[config.mk]
export PLATFORM = sky130hd
export DESIGN_NAME = pipe_skid_latch
export DESIGN_NICKNAME = d
export VERILOG_FILES = /design/src/rtl/pipe_skid_latch.sv
export SDC_FILE = /design/constraint.sdc
export NUM_CORES = 1
export LEC_CHECK = 0
export BUFFER_PORTS_ARGS = -buffer_cell sky130_fd_sc_hd__buf_2
export CORE_ASPECT_RATIO = 0.8
export CORE_UTILIZATION = 35
export CTS_BUF_LIST = sky130_fd_sc_hd__clkbuf_8
export CTS_CLUSTER_SIZE = 30
export DETAILED_ROUTE_END_ITERATION = 10
export SETUP_SLACK_MARGIN = 0.05
export SLEW_MARGIN = 5
export SYNTH_ARGS = -nofsm -noshare
export SYNTH_HDL_FRONTEND = slang
export SYNTH_SLANG_ARGS = --single-unit
[constraint.sdc]
create_clock -name CLK -period 3.74 [get_ports CLK]
set_input_delay 0.561 -clock CLK [delete_from_list [all_inputs] [get_ports CLK]]
set_output_delay 0.561 -clock CLK [all_outputs]
set_load 0.005 [all_outputs]
[src/rtl/pipe_skid_latch.sv]
// Two-entry pipeline latch (main + skid register) with STALL/FLUSH command input
// and saturating stall/flush performance counters.
module pipe_skid_latch #(
  parameter int                 WIDTH     = 32,
  parameter int                 CNT_W     = 16,
  parameter logic [WIDTH-1:0]   RESET_VAL = '0
) (
  input  logic               CLK,
  input  logic               RST,
  input  logic [1:0]         state_i,
  input  logic               in_valid,
  input  logic [WIDTH-1:0]   in_data,
  output logic               in_ready,
  output logic               out_valid,
  output logic [WIDTH-1:0]   out_data,
  input  logic               out_ready,
  output logic [1:0]         occupancy,
  output logic [CNT_W-1:0]   stall_cnt,
  output logic [CNT_W-1:0]   flush_cnt,
  input  logic               cnt_clr
);

  typedef enum logic [1:0] {
    ST_EMPTY = 2'd0,
    ST_ONE   = 2'd1,
    ST_TWO   = 2'd2
  } occ_e;

  occ_e             r_state;
  occ_e             w_state_nxt;
  logic [WIDTH-1:0] r_m;
  logic [WIDTH-1:0] r_s;
  logic [CNT_W-1:0] r_stall_cnt;
  logic [CNT_W-1:0] r_flush_cnt;

  logic w_flush;
  logic w_stall;
  logic w_normal;
  logic w_in_fire;
  logic w_out_fire;
  logic w_occ_nz;
  logic w_ld_m_in;
  logic w_ld_m_s;
  logic w_ld_s;

  function automatic logic [CNT_W-1:0] sat_inc(input logic [CNT_W-1:0] v);
    return (&v) ? v : v + {{(CNT_W-1){1'b0}}, 1'b1};
  endfunction

  // Command 11 decodes as FLUSH because only the upper bit is inspected.
  assign w_flush    = state_i[1];
  assign w_stall    = (state_i == 2'b01);
  assign w_normal   = (state_i == 2'b00);
  assign w_occ_nz   = (r_state != ST_EMPTY);

  assign in_ready   = (r_state != ST_TWO) && !w_flush;
  assign out_valid  = w_occ_nz && w_normal;
  assign w_in_fire  = in_valid && in_ready;
  assign w_out_fire = out_valid && out_ready;

  assign out_data   = r_m;
  assign occupancy  = r_state;
  assign stall_cnt  = r_stall_cnt;
  assign flush_cnt  = r_flush_cnt;

  always_comb begin
    w_state_nxt = r_state;
    w_ld_m_in   = 1'b0;
    w_ld_m_s    = 1'b0;
    w_ld_s      = 1'b0;
    if (w_flush) begin
      w_state_nxt = ST_EMPTY;
    end else begin
      case (r_state)
        ST_EMPTY: begin
          if (w_in_fire) begin
            w_state_nxt = ST_ONE;
            w_ld_m_in   = 1'b1;
          end
        end
        ST_ONE: begin
          if (w_in_fire && w_out_fire) begin
            w_ld_m_in   = 1'b1;
          end else if (w_in_fire) begin
            w_state_nxt = ST_TWO;
            w_ld_s      = 1'b1;
          end else if (w_out_fire) begin
            w_state_nxt = ST_EMPTY;
          end
        end
        ST_TWO: begin
          if (w_out_fire) begin
            w_state_nxt = ST_ONE;
            w_ld_m_s    = 1'b1;
          end
        end
        default: w_state_nxt = ST_EMPTY;
      endcase
    end
  end

  always_ff @(posedge CLK or posedge RST) begin
    if (RST) begin
      r_state <= ST_EMPTY;
    end else begin
      r_state <= w_state_nxt;
    end
  end

  // Payload registers: head M feeds out_data directly, S only ever refills M.
  always_ff @(posedge CLK or posedge RST) begin
    if (RST) begin
      r_m <= RESET_VAL;
      r_s <= RESET_VAL;
    end else if (w_flush) begin
      r_m <= RESET_VAL;
      r_s <= RESET_VAL;
    end else begin
      if (w_ld_m_in) begin
        r_m <= in_data;
      end else if (w_ld_m_s) begin
        r_m <= r_s;
      end
      if (w_ld_s) begin
        r_s <= in_data;
      end
    end
  end

  always_ff @(posedge CLK or posedge RST) begin
    if (RST) begin
      r_stall_cnt <= '0;
      r_flush_cnt <= '0;
    end else if (cnt_clr) begin
      r_stall_cnt <= '0;
      r_flush_cnt <= '0;
    end else begin
      if (w_stall && w_occ_nz) begin
        r_stall_cnt <= sat_inc(r_stall_cnt);
      end
      if (w_flush && w_occ_nz) begin
        r_flush_cnt <= sat_inc(r_flush_cnt);
      end
    end
  end

endmodule

==> impl_metrics.yaml <==
outcome:
  status: "completed"
layout:
  diodes: 0
  drive_above_1_share: 0.2516
  fill_cells: 1340
  syn2layout_area_growth_pct: 18.36
  layout.nets: 645
logic_synthesis:
  syn-cell-area_um2: 4915
  synthTopCellsByCount: "98 x dfrtp_1, 75 x nand2_1, 67 x o21ai_0"
  synth_area_leaders: "dfrtp_1 50%, mux2i_1 6.9%, o21ai_0 6.8%"
  syn_area_per_cell_um2: 9.675
  synth_edf_count: 0
  yosys_warnings: 0
  syn_nets: 549
  synth_top_area_frac: 0.4990
  synth-main-ff-cell: "dfrtp_1"
  synth_cell_type_count: 46
  ys_ff_latch: 98
  async_flop_share: 1.000
  seq_area_frac_synth: 0.4990
  synthCells: 508
  yosysMostFrequentCell: "dfrtp_1"
  yosysTopAreaCell: "dfrtp_1"
clock_tree:
  post_cts_buffers: 0
  numCtsBuffers: 9
  hold_buffers: 0
  htree_num_levels: 3
  clockRootBuffer: "clkbuf_8"
  clockBufferDepth: 2
  cts_tree: "built"
  worst_skew_pair.late_latency_ns: 0.37
  clk_pin_slew_ns: 0.10
  ctsResizeCount: 0
  numClockSinks: 98
critical_path:
  r2r_end: "flush_cnt[12]"
  rrSetupSlack_ns: 1.71
  crit_required_ns: 4.04
  critPathArrivalTime_ns: 2.33
  crit_path_start_kind: "flop"
  r2r-start: "occupancy[0]"
  crit_path_end_kind: "flop"
  crit_type: "flop to flop"
  critPathMaxFanout: 10
  rr_worst_depth: 4
drt:
  drtAntennaViolNets: 0
  viasPerCell: 5.198
  drt_iter0_drc: 318
  drt-total-wl_mm: 12.17
  first_pass_iters: 4
  detail_route.wl_per_cell_um: 15.45
  num_vias: 4096
  route.detailed.drc: 0
die:
  dieArea_um2: 14520
  coreArea_um2: 13650
  start_util: 0.3602
  die_y_um: 108.0
  io_pins: 107
  dieWidth_um: 134.5
  rows: 38
grt:
  gr-total-overflow: 0
  grt_pass1_vias: 3834
  grt_max_degree: 99
  grt_pass1_wl_mm: 19.85
  antenna_found_initial: 0
  grt_util_all_layers: 0.1754
sta:
  setup_viol: 0
  period_share: 0.5435
  fmax_mhz: 491.9
  slew_viol_final: 0
  timing.hold.ws_ns: 0.3230
  skew_ns: 0.009292
  relSlewSlack: 0.4812
  period_needed_ns: 2.033
  hold_viol_final: 0
  worst_slew_pin_slew_ns: 0.7782
  rsz0062_at_grt: "no"
  setup_tns_ns: 0
place:
  gp_congestion: 0.8189
  dp_hpwl_mm: 8.094
  port_buffers: 106
pwr:
  vdd_drop_max_mv: 0.1684
  leakage_nw: 2.552
  powerDensity_nw_per_um2: 346.6
worst_hold_path:
  hold_class: "primary input to async pin"
job:
  maxCapViolations: 0
-- cell families after synthesis --
family          synth area share
compound gates            0.1380
fa+ha+maj               0.005091
buf+inv                  0.03055
flops                     0.4990
mux                      0.09674
simple gates              0.2307
-- layer usage --
metal,global-route usage,vias up,routed length (um)
li1,-,1989,-
met3,0.04079,10,511
met1,0.2413,1978,5835
met5,0,-,0
met4,0.05136,0,136
met2,0.2754,119,5687
-- stage by stage --
| step | util | cell area [um^2] | cells | power, mW | worst slack, ns |
|---|---|---|---|---|---|
| 5_1_grt | 0.4263 | 5817 | 788 | 2.124 | 1.563 |
| 3_3_place_gp | 0.4126 | 5630 | 773 | 1.355 | 1.440 |
| 4_1_cts | 0.4263 | 5817 | 788 | 2.052 | 1.707 |
| 6_report | 0.4263 | 5817 | 788 | 2.016 | 1.707 |
| 3_5_place_dp | 0.4126 | 5630 | 773 | 1.364 | 1.410 |
| 2_1_floorplan | - | 4915 | 508 | 1.260 | 0.6169 |
-- layout make-up --
class / count / area, um^2 / share of cell area
Sequential cell: 98 / 2452 / 0.4216
Multi-Input combinational cell: 374 / 2325 / 0.3997
Timing Repair Buffer: 113 / 595.6 / 0.1024
Tap cell: 180 / 225.2 / 0.03872
Clock buffer: 10 / 137.6 / 0.02366
Clock inverter: 5 / 48.80 / 0.008389
Inverter: 8 / 32.53 / 0.005593
-- layout by cell type (no fill, tap or decap), drive strengths merged, types with 2 or more instances in the layout --
master and n:
nand3 11, a311oi 2, or3 2, and4 5, nor2b 13, ha 2, or2 3, nand2b 39
nand2 75, buf 113, nor3b 4, nor2 17, and2 2, mux2 12, a21oi 18, o21ai 67
a31oi 3, mux2i 34, o21a 2, nor4 7, o31ai 6, o21ba 3, nor3 9, inv 11
a211oi 8, clkbuf 10, dfrtp 98, nand4 9, nor4b 2, or4 7, and3 5
-- report_power, final --
part           internal (mW)  switching [mW]  leakage [nW]
combinational         0.0848           0.120          1.11
sequential              1.10          0.0301          1.34
clock                  0.317           0.362         0.102
-- worst max path at each step --
stage / from / end / slack [ns] / depth (start not counted)
floorplan: RST / flush_cnt[0] / 0.62 / 1
global route: occupancy[0] / flush_cnt[12] / 1.56 / 4
detailed placement: state_i[1] / flush_cnt[12] / 1.41 / 5
CTS: occupancy[1] / out_data[26] / 1.71 / 4
finish: occupancy[0] / flush_cnt[12] / 1.71 / 4
global placement: state_i[1] / stall_cnt[5] / 1.44 / 6
-- registers in the layout (all words and copies together) (netlist names) --
signal	cells
stall_cnt	16
flush_cnt	16
out_data	32
r_s	32
occupancy	2
-- critical path, cell delays in order, from the launching register on --
cell and delay [ns]:
dfrtp_1 0.64, o21a_2 0.31, nand4_1 0.30, or4_1 0.55
a21oi_1 0.15
(Power assumes the default switching activity.)
